File: src/rtl/wc25_pkg.sv
// Shared types and constants for the Winograd F(2,5) stream controller.
// The window is six samples wide; each window advances by two and yields two results.
package wc25_pkg;

    typedef enum logic [1:0] {
        StFill,
        StWait,
        StEmit
    } state_t;

    localparam int unsigned WIN    = 6;
    localparam int unsigned NOUT   = 2;
    localparam int unsigned STRIDE = 2;

    // Bit offset of window slot `slot` (0 = oldest, packed in the MSBs).
    function automatic int unsigned slot_lsb(input int unsigned slot, input int unsigned dw);
        return (WIN - 1 - slot) * dw;
    endfunction

endpackage

File: src/rtl/wc25_stream_ctrl.sv
// Builds stride-2 six-sample windows from a framed stream, holds each for the WC core
// latency, then captures the result pair and hands it to the sink.
module wc25_stream_ctrl
    import wc25_pkg::*;
#(
    parameter int unsigned DW     = 10,
    parameter int unsigned WC_LAT = 6
) (
    input  logic                 clk,
    input  logic                 rst_n,
    input  logic                 in_valid,
    output logic                 in_ready,
    input  logic [DW-1:0]        in_data,
    input  logic                 in_last,
    output logic [WIN*DW-1:0]    wc_d,
    input  logic [NOUT*DW-1:0]   wc_z,
    output logic                 out_valid,
    input  logic                 out_ready,
    output logic [NOUT*DW-1:0]   out_data,
    output logic                 out_last,
    output logic                 frame_err,
    output logic                 busy
);

    localparam int unsigned LatW = (WC_LAT > 1) ? $clog2(WC_LAT) : 1;
    localparam int unsigned CntW = $clog2(WIN + 1);
    localparam logic [LatW-1:0] LatMax   = LatW'(WC_LAT - 1);
    localparam logic [CntW-1:0] CntFull  = CntW'(WIN);
    localparam logic [CntW-1:0] CntKeep  = CntW'(WIN - STRIDE);

    state_t                state_q, state_d;
    logic [CntW-1:0]       cnt_q, cnt_d, cnt_inc;
    logic                  last_seen_q, last_seen_d;
    logic [LatW-1:0]       lat_q, lat_d;
    logic [WIN*DW-1:0]     win_q, win_d;
    logic [NOUT*DW-1:0]    out_data_q, out_data_d;
    logic                  out_valid_q, out_valid_d;
    logic                  out_last_q, out_last_d;
    logic                  frame_err_q, frame_err_d;

    assign cnt_inc = cnt_q + CntW'(1);

    always_comb begin
        state_d     = state_q;
        cnt_d       = cnt_q;
        last_seen_d = last_seen_q;
        lat_d       = lat_q;
        win_d       = win_q;
        out_data_d  = out_data_q;
        out_valid_d = out_valid_q;
        out_last_d  = out_last_q;
        frame_err_d = 1'b0;

        unique case (state_q)
            StFill: begin
                if (in_valid) begin
                    win_d = {win_q[(WIN-1)*DW-1:0], in_data};
                    if (cnt_inc == CntFull) begin
                        state_d     = StWait;
                        cnt_d       = cnt_inc;
                        lat_d       = '0;
                        last_seen_d = in_last;
                    end else if (in_last) begin
                        // Frame ended before the window filled: drop the partial window.
                        frame_err_d = 1'b1;
                        cnt_d       = '0;
                        last_seen_d = 1'b0;
                    end else begin
                        cnt_d = cnt_inc;
                    end
                end
            end
            StWait: begin
                if (lat_q == LatMax) begin
                    out_data_d  = wc_z;
                    out_last_d  = last_seen_q;
                    out_valid_d = 1'b1;
                    state_d     = StEmit;
                end else begin
                    lat_d = lat_q + LatW'(1);
                end
            end
            StEmit: begin
                if (out_ready) begin
                    out_valid_d = 1'b0;
                    state_d     = StFill;
                    if (out_last_q) begin
                        cnt_d       = '0;
                        last_seen_d = 1'b0;
                    end else begin
                        // Two oldest samples are retired by the next two shifts.
                        cnt_d = CntKeep;
                    end
                end
            end
            default: state_d = StFill;
        endcase
    end

    always_ff @(posedge clk or negedge rst_n) begin
        if (!rst_n) begin
            state_q     <= StFill;
            cnt_q       <= '0;
            last_seen_q <= 1'b0;
            lat_q       <= '0;
            win_q       <= '0;
            out_data_q  <= '0;
            out_valid_q <= 1'b0;
            out_last_q  <= 1'b0;
            frame_err_q <= 1'b0;
        end else begin
            state_q     <= state_d;
            cnt_q       <= cnt_d;
            last_seen_q <= last_seen_d;
            lat_q       <= lat_d;
            win_q       <= win_d;
            out_data_q  <= out_data_d;
            out_valid_q <= out_valid_d;
            out_last_q  <= out_last_d;
            frame_err_q <= frame_err_d;
        end
    end

    assign in_ready  = (state_q == StFill);
    assign busy      = (state_q != StFill) || (cnt_q != '0);
    assign wc_d      = win_q;
    assign out_data  = out_data_q;
    assign out_valid = out_valid_q;
    assign out_last  = out_last_q;
    assign frame_err = frame_err_q;

endmodule
File: config.mk
export PLATFORM = sky130hd
export DESIGN_NAME = wc25_stream_ctrl
export DESIGN_NICKNAME = d
export VERILOG_FILES = /design/src/rtl/wc25_pkg.sv /design/src/rtl/wc25_stream_ctrl.sv
export SDC_FILE = /design/constraint.sdc
export NUM_CORES = 1
export LEC_CHECK = 0
export ABC_AREA = 1
export BUFFER_PORTS_ARGS = -buffer_cell sky130_fd_sc_hd__buf_4
export CAP_MARGIN = 20
export CORE_MARGIN = 2
export CORE_UTILIZATION = 50
export DETAILED_ROUTE_END_ITERATION = 10
export GPL_ROUTABILITY_DRIVEN = 1
export PLACE_DENSITY_LB_ADDON = 0.15
export SETUP_SLACK_MARGIN = 0.2
export SLEW_MARGIN = 25
export SYNTH_ARGS = -nofsm -noshare
export SYNTH_HDL_FRONTEND = slang
export SYNTH_SLANG_ARGS = --single-unit
File: constraint.sdc
create_clock -name clk -period 2.5 [get_ports clk]
set_clock_uncertainty 0.2 [all_clocks]
set_input_delay 0 -clock clk [delete_from_list [all_inputs] [get_ports clk]]
set_output_delay 0 -clock clk [all_outputs]
set_load 0.01 [all_outputs]
# Word level (Yosys, flattened, before mapping)
# Cells that the tools add are included.
totals:
  ff_bits: 92
  elab_cells: 64
op_classes:
  add_sub_neg: 2
  n_eq_ne: 11
  mux: 28
  reduce_logical: 14
op_table:
  columns: ["cell", "count"]
  rows:
  - ["3-bit 2-to-1 mux", 8]
  - ["3-bit one-hot mux with 2 select lines", 2]
  - ["1-bit 2-to-1 mux", 11]
  - ["2-bit != test, second input constant", 5]
  - ["2-bit 2-to-1 mux", 4]
  - ["4-bit AND reduction", 2]
  - ["2-bit nonzero test", 4]
  - ["3-bit by 1-bit adder with 3-bit output, second input constant", 2]
  - ["3-bit == test, second input constant", 2]
  - ["2-bit one-hot mux with 3 select lines", 1]
  - ["3-bit AND reduction", 2]
  - ["5-bit AND reduction", 1]
  - ["1-bit one-hot mux with 2 select lines", 2]
  - ["2-bit AND reduction", 2]
  - ["3-bit by 1-bit != test with 1-bit output, second input constant", 1]
  - ["3-bit nonzero test", 1]
  - ["2-bit by 1-bit == test with 1-bit output, second input constant", 1]
  - ["2-bit == test, second input constant", 1]
  - ["2-bit logical NOT", 1]
  - ["2-bit by 1-bit != test with 1-bit output, second input constant", 1]
  - ["1-bit logical OR", 1]

# Longest topological paths before layout
# Gate-level depths: netlist of run 1.
depth:
  ltp_word: 5
  mapped_depth: 9

# Worst setup path after synthesis of run 1
# OpenSTA, ideal clock, no wires.
synth_timing:
  kind: "register -> register"
  startpoint: "reg state_q[1]"
  endpoint: "reg last_seen_q"
  arrival_ps: 1098
  t_required_ps: 2183
  setup_slack_ps: 1085
  stages_incl_launch_ff: 8
  n_path_buf: 1
  synth_period_minus_slack_ps: 1415
  path_cell_list: "dfrtp_1 -> nor2_4 -> nand2_4 -> buf_6 -> a21oi_2 -> nand2_1 -> nand2_1 -> nand2_1"
synth_between:
  elab_chain_cells: 3
  word_cells_on_any_way: 9
  classes_between: "eq/ne (5); mux (1); reduce/logical (3)"
synth_rtl:
  columns: ["element", "line", "source"]
  rows:
  - ["start: declaration", "wc25_stream_ctrl.sv:31", "state_t state_q, state_d;"]
  - ["start signal: assignment", "wc25_stream_ctrl.sv:102", "state_q <= StFill;"]
  - ["start signal: assignment", "wc25_stream_ctrl.sv:112", "state_q <= state_d;"]
  - ["2-bit logical NOT *", null, null]
  - ["named net in_ready", "wc25_stream_ctrl.sv:12", "output logic in_ready,"]
  - ["3-bit by 1-bit != test with 1-bit output (no source line) (tied with other cells)", null, null]
  - ["5-bit AND reduction (no source line)", null, null]
  - ["end signal: assignment", "wc25_stream_ctrl.sv:114", "last_seen_q <= last_seen_d;"]
  - ["end: declaration", "wc25_stream_ctrl.sv:33", "logic last_seen_q, last_seen_d;"]
# The timed path passes the listed nets; every way through them passes the cells marked *.
# A chain may end at the register's enable or synchronous reset.

# Final worst setup path of run 1
layout_timing:
  startpoint: "reg cnt_q[0]"
  endpoint: "reg frame_err_q (netlist: frame_err)"
layout_between:
  elab_chain_cells: 5
layout_rtl:
  columns: ["element", "line", "source"]
  rows:
  - ["start: declaration", "wc25_stream_ctrl.sv:32", "logic [CntW-1:0] cnt_q, cnt_d, cnt_inc;"]
  - ["start signal: assignment", "wc25_stream_ctrl.sv:113", "cnt_q <= cnt_d;"]
  - ["3-bit by 1-bit adder with 3-bit output", "wc25_stream_ctrl.sv:41", "assign cnt_inc = cnt_q + CntW'(1);"]
  - ["3-bit == test", "wc25_stream_ctrl.sv:58", "if (cnt_inc == CntFull) begin"]
  - ["1-bit 2-to-1 mux", "wc25_stream_ctrl.sv:58", null]
  - ["1-bit 2-to-1 mux", "wc25_stream_ctrl.sv:56", "if (in_valid) begin"]
  - ["1-bit 2-to-1 mux", "wc25_stream_ctrl.sv:54", "unique case (state_q)"]
  - ["named net frame_err_d", "wc25_stream_ctrl.sv:39", "logic frame_err_q, frame_err_d;"]
  - ["end signal: assignment", "wc25_stream_ctrl.sv:120", "frame_err_q <= frame_err_d;"]
  - ["end: declaration", "wc25_stream_ctrl.sv:39", null]
# The timed path passes the listed nets, and every way through them passes these cells.

==> results.ini, run 1 <==
[layout]
fin_cells=665
fin_util_pct=72.7
area_growth_pct=39.9
n_antenna_cell=0
fin_area_um2=5300
finalNetCount=601
drive_gt1_share_pct=29.0

[synthesis]
seq_area_frac_synth_pct=60.7
syn_inst=408
synth_nets=448
synth_area_leader_cell=dfrtp_1
ys_types=24
async_reset_ff_share_pct=100
ys.flop_type=dfrtp_1
synthTopCellsByArea=dfrtp_1 61%, nand2_1 18%, inv_1 4.0%
syn_area_per_cell_um2=9.30
synthTopCellsByCount=180 x nand2_1, 92 x dfrtp_1, 40 x inv_1
yosys_register_bits=92
synth_warnings=0
synth_top_area_share_pct=60.7
synth_edf_count=0
synth_area_um2=3790
synth.most_common_cell=nand2_1

[floorplan]
initial_core_util_pct=52.0
pin_count=120
fp.dieH_um=91.1
core_um2=7290
rows=31
die_w_um=91.1
die_area_um2=8300

[timing]
final_hold_viol_count=0
period_minus_slack_ns=1.99
whs_ns=0.175
worstMarginPinSlew_ns=0.554
max_slew_margin_pct=63.1
fin_setup_tns_ns=0
fin_crit_sh_pct=79.8
rsz0062_at_grt=no
drv_slew=0
layout_setup_ws_ns=0.506
max_freq_mhz=501
setup_viol=0

[power]
peakVddDrop_v=0.000632
pwr-share-clk_pct=17.4
switching_share_pct=37.6
seq_power_share_pct=41.9
p_int_mw=3.79
switchingPower_mw=2.29
p_per_area_nw_per_um2=1150
p_comb_share_pct=40.7
p_leak_nw=2.89
power.total_mw=6.08

[route]
wl_per_cell_um=12.9
final_antenna_net_count=0
wirelength_mm=8.61
viasPerCell=4.65
drt-initial-drc-count=141
vias=3091
firstDrtPassIters=4
drc=0

[placement]
placed_cells=612
dp_slack_ns=0.618
portBuffers=119
place_area_um2=4710
dp_hpwl_mm=5.38
gp_congestion=0.816

[global_route]
antenna_found_initial=0
grt-ovfl-total=0
grt_start_max_net_pins=61
grt_pass1_vias=2974
grt_pass1_wl_mm=14.5
globalRouteTotalUtil_pct=21.8

[cts]
path_clk_slew_ns=0.10
htree_levels=3
cts.sinks=92
postCtsSetupBuffers=0
cts_tree=done
insertion_delay_ns=0.36
cts_resized=0
cts_inserted_buffers=9
cts_root_buffer=clkbuf_8
clockBufferDepth=2

[setup_path]
cp_common_cell=nand2_1
path_cells=ha_1 -> inv_1 -> nand2_1 -> nand2_1 -> nand2_1 -> nand2_1 -> nor2_1 -> dlygate4sd3_1
max_stage_delay_ns=0.57
worstPathRequired_ns=2.54
critical_path_class=flop to flop
crit_family=buffers and inverters
crit_path_end_kind=flop
worstRegToRegCells=8
cp_data_arrival_time_ns=2.03
crit_slowest_cell=dlygate4sd3_1
critPathBufInv=2
start_kind=flop
critPathMaxFanout=4
crit_cells=8

[flow_run]
cap_violations=0

[hold_path]
holdCritPathClass=primary input to flop
min_path_cells=4

[run_status]
status=finished, final reports clean

[state kept, by name, summed over array words and instances, names as in the netlist]
| signal | cells |
|---|---|
| lat_q | 3 |
| out_valid | 1 |
| wc_d | 60 |
| cnt_q | 3 |
| last_seen_q | 1 |
| out_last | 1 |
| state_q | 2 |
| frame_err | 1 |
| out_data | 20 |
[power by group through the flow]
stage | clock network, mW | logic [mW] | registers (mW)
final | 1.06 | 2.47 | 2.55
after global routing | 1.14 | 2.74 | 2.63
after CTS | 1.09 | 2.49 | 2.54
after detailed placement | 0 | 2.43 | 2.57
after global placement | 0 | 2.37 | 2.55
after floorplan | 0 | 1.03 | 2.77
[worst reg2reg max path: stages, from the launching register on]
cell           delay (ns)
dfrtp_1              0.42
ha_1                 0.22
inv_1                0.05
nand2_1              0.04
nand2_1              0.15
nand2_1              0.09
nand2_1              0.09
nor2_1               0.05
dlygate4sd3_1        0.57
[cell type report]
class / count / area, um^2
clock inverters: 6 / 76.3
inverters: 41 / 154
well taps: 99 / 124
multi-input cells: 258 / 1200
repair buffers: 159 / 1310
fillers: 583 / 1990
clock buffers: 10 / 138
flip-flops and latches: 92 / 2300
[timing repair]
| item | CTS | global route |
|---|---|---|
| hold buffers | 37 | 0 |
| setup endpoints to repair | 0 | 0 |
| endpoints found under the hold margin | 139 | 0 |
[logic make-up (layout without fill, tap and decap cells)]
logic type | after synthesis | after routing | share of synthesized area [%]
and+or+nand+nor | 202 | 202 | 21.5
DFF | 92 | 92 | 60.7
buffers and inverters | 58 | 216 | 7.62
AOI/OAI and AO/OA | 51 | 51 | 8.48
adders and majority gates | 5 | 5 | 1.65
[worst paths after layout]
check	end	startpoint	slack (ns)
worst max-delay path	frame_err	cnt_q[0]	0.51
worst min-delay path	wc_d[9]	in_data[9]	0.17
worst max register to register	frame_err	cnt_q[0]	0.51
worst min register to register	last_seen_q	last_seen_q	0.29
max in group asynchronous	wc_d[58]	rst_n	1.19
min in group asynchronous	wc_d[23]	rst_n	0.39
[cell usage in the layout (no fill, tap or decap), drive strengths merged]
master       count
nand2          183
buf            123
dfrtp           92
o21ai           47
inv             45
dlygate4sd3     36
clkbuf          10
nor2             9
nand3            8
ha               5
a21oi            3
nand4            1
o211ai           1
nor3             1
clkinv           1
bufinv           1
[routing by layer]
metal	wire length [um]	part of all wire, %	GRT usage, %	up-vias
li1	-	-	-	1557
met1	3950	46	30.1	1430
met2	4100	48	34.9	94
met3	444	5.2	3.73	10
met4	112	1.3	7.58	0
met5	0	0	0	-
No activity file was read; power rests on OpenSTA's default activity.
==> run 2: changes to the inputs <==
- ABC_AREA: 1 -> 0
- clock period: 2.5 -> 1.9 ns (I/O delays scaled with it)
==> run 2 against run 1 <==
  * Combinational power is 100% higher
  * Register-to-register slack got worse by 0.38 ns
  * Critical path type unchanged
  * Non-clock buffer count rose by 16
  * Synthesized area increased by 4.0%
  * Largest power group is now combinational cells
  * First-iteration DRC count fell by 38%
==> results.ini, run 2 <==
[synthesis]
synth_top_area_share_pct=58.4  ; -2.3 points
synthTopCellsByArea=dfrtp_1 58%, mux2_4 22%, mux2_2 4.0%
syn_inst=236  ; -42%
seq_area_frac_synth_pct=58.4  ; -2.3 points
async_reset_ff_share_pct=100  ; unchanged
synth_area_leader_cell=dfrtp_1
ys_types=34  ; +42%
syn_area_per_cell_um2=16.7  ; +80%
synth_nets=276  ; -38%
synth.most_common_cell=dfrtp_1
synth_area_um2=3940  ; +4.0%
synthTopCellsByCount=92 x dfrtp_1, 59 x mux2_4, 14 x mux2_2
synth_edf_count=0  ; unchanged
synth_warnings=0  ; unchanged
ys.flop_type=dfrtp_1
yosys_register_bits=92  ; unchanged

[timing]
period_minus_slack_ns=1.77  ; -0.224 ns
max_slew_margin_pct=78.0  ; +15 points
worstMarginPinSlew_ns=0.330  ; -0.224 ns
drv_slew=0  ; unchanged
rsz0062_at_grt=yes
fin_setup_tns_ns=0  ; unchanged
setup_viol=0  ; unchanged
fin_crit_sh_pct=93.1  ; +13 points
final_hold_viol_count=0  ; unchanged
max_freq_mhz=565  ; +13%

[setup_path]
crit_start=state_q[1]
critPathMaxFanout=21  ; +17
critical_path_class=flop to flop
rr_startpoint=state_q[1]
cp_data_arrival_time_ns=1.80  ; -0.23 ns
crit_path_end_kind=flop
start_kind=flop
worstPathRequired_ns=1.93  ; -0.61 ns
worstRegToRegCells=3  ; -5

[global_route]
grt_start_max_net_pins=38  ; -38%
globalRouteTotalUtil_pct=19.5  ; -2.2 points
grt_pass1_vias=2603  ; -12%
grt_pass1_wl_mm=13.0  ; -11%
grt-ovfl-total=0  ; unchanged
antenna_found_initial=0  ; unchanged

[cts]
path_clk_slew_ns=0.09  ; about the same
cts_root_buffer=clkbuf_8
cts_tree=done
cts_inserted_buffers=9  ; unchanged
insertion_delay_ns=0.35  ; about the same
cts.sinks=92  ; unchanged
htree_levels=3  ; unchanged
clockBufferDepth=2  ; unchanged

[placement]
portBuffers=119  ; unchanged
gp_congestion=0.869  ; +6.4%
place_area_um2=4920  ; +4.5%
dp_hpwl_mm=5.31  ; -1.4%

[flow_run]
cap_violations=0  ; unchanged

[route]
drc=0  ; unchanged
wl_per_cell_um=16.0  ; +24%
wirelength_mm=8.30  ; -3.6%
viasPerCell=4.92  ; +5.9%
final_antenna_net_count=0  ; unchanged
firstDrtPassIters=4  ; unchanged
vias=2555  ; -17%
drt-initial-drc-count=88  ; -38%

[hold_path]
holdCritPathClass=primary input to flop
min_path_cells=3  ; -1
min-delay-start=wc_z[5]

[layout]
final_common_cell=buf_4
layout_common_cells=127 x buf_4, 91 x dfrtp_1, 59 x mux2_4, 35 x dlygate4sd3_1, 14 x mux2_2
finalNetCount=452  ; -25%
largest_register_ffs=60  ; unchanged
area_growth_pct=45.7
fin_area_um2=5750  ; +8.3%
n_antenna_cell=0  ; unchanged
drive_gt1_share_pct=57.1  ; +28 points

[power]
p_leak_nw=2.85  ; -1.6%
peakVddDrop_v=0.000915  ; +45%
p_per_area_nw_per_um2=1730  ; +51%

[floorplan]
die_w_um=92.8  ; +1.9%
die_area_um2=8610  ; +3.8%
core_um2=7690  ; +5.4%
rows=32  ; +3.2%
pin_count=120  ; unchanged
initial_core_util_pct=51.3  ; -0.71 points
fp.dieH_um=92.8  ; +1.9%

[run_status]
status=finished, final reports clean

[run 2: cells by family (layout without fill, tap and decap cells)]
logic type               after synthesis  count (layout)  share of synthesized area [%]
AND/OR/NAND/NOR                       18              18                           2.51
flip-flops                            92              92                           58.4
adder cells (fa/ha/maj)                5               5                           1.59
buffers and inverters                 17             198                           4.38
AO/OA/AOI/OAI                         20              20                           3.71
XOR/XNOR                               2               2                          0.444
multiplexers                          82              82                           29.0
[run 2: area by class of cell]
type	instances	area (um^2)
Sequential cell	92	2300
Timing Repair Buffer	175	1560
Inverter	7	26.3
Clock buffer	10	128
Multi-Input combinational cell	127	1530
Tap cell	102	128
Clock inverter	6	65.1
Fill cell	515	1940
[run 2: repair_timing]
action / in CTS / in global routing
endpoints found under the hold margin: 129 / 0
gates cloned: 2 / 2
gates resized for setup: 15 / 6
hold buffers: 35 / 0
setup endpoints to repair: 67 / 88
setup buffers: 6 / 4
pin swaps: 4 / 1
[run 2: path summary, 6_finish.rpt]
path / endpoint / slack [ns]
max in group asynchronous: wc_d[14] / 0.45
min in group asynchronous: out_data[10] / 0.44
hold / removal: out_data[5] / 0.21
hold reg to reg: out_data[8] / 0.30
setup / recovery: wc_d[41] / 0.13
setup reg to reg: wc_d[41] / 0.13
[run 2: layer usage]
metal,vias up,part of all wire (%),global-route usage [%]
li1,1184,-,-
met1,1285,43,25.4
met2,76,50,32.2
met3,10,5.2,4.56
met4,0,1.3,6.74
met5,-,0,0
[run 2: power by group]
group	internal (mW)	switching, mW
Sequential	2.95	0.761
Clock	0.606	0.661
Combinational	3.12	1.84
Total	6.67	3.26
[run 2: critical path, stage by stage, from the launching register on]
cell	delay [ns]
dfrtp_1	0.40
or3b_4	0.51
buf_16	0.22
mux2_4	0.31
[run 2: stage by stage]
stage	util (%)	cells	hold WS [ns]	power [mW]	setup WS [ns]
CTS	73.4	513	0.194	9.88	0.148
finish	74.7	519	0.210	9.93	0.130
global route	74.7	519	0.207	10.5	0.0958
floorplan	-	236	-0.496	6.37	0.180
detailed placement	64.0	454	-0.220	8.24	0.0647
global placement	64.0	454	-0.214	8.07	0.101
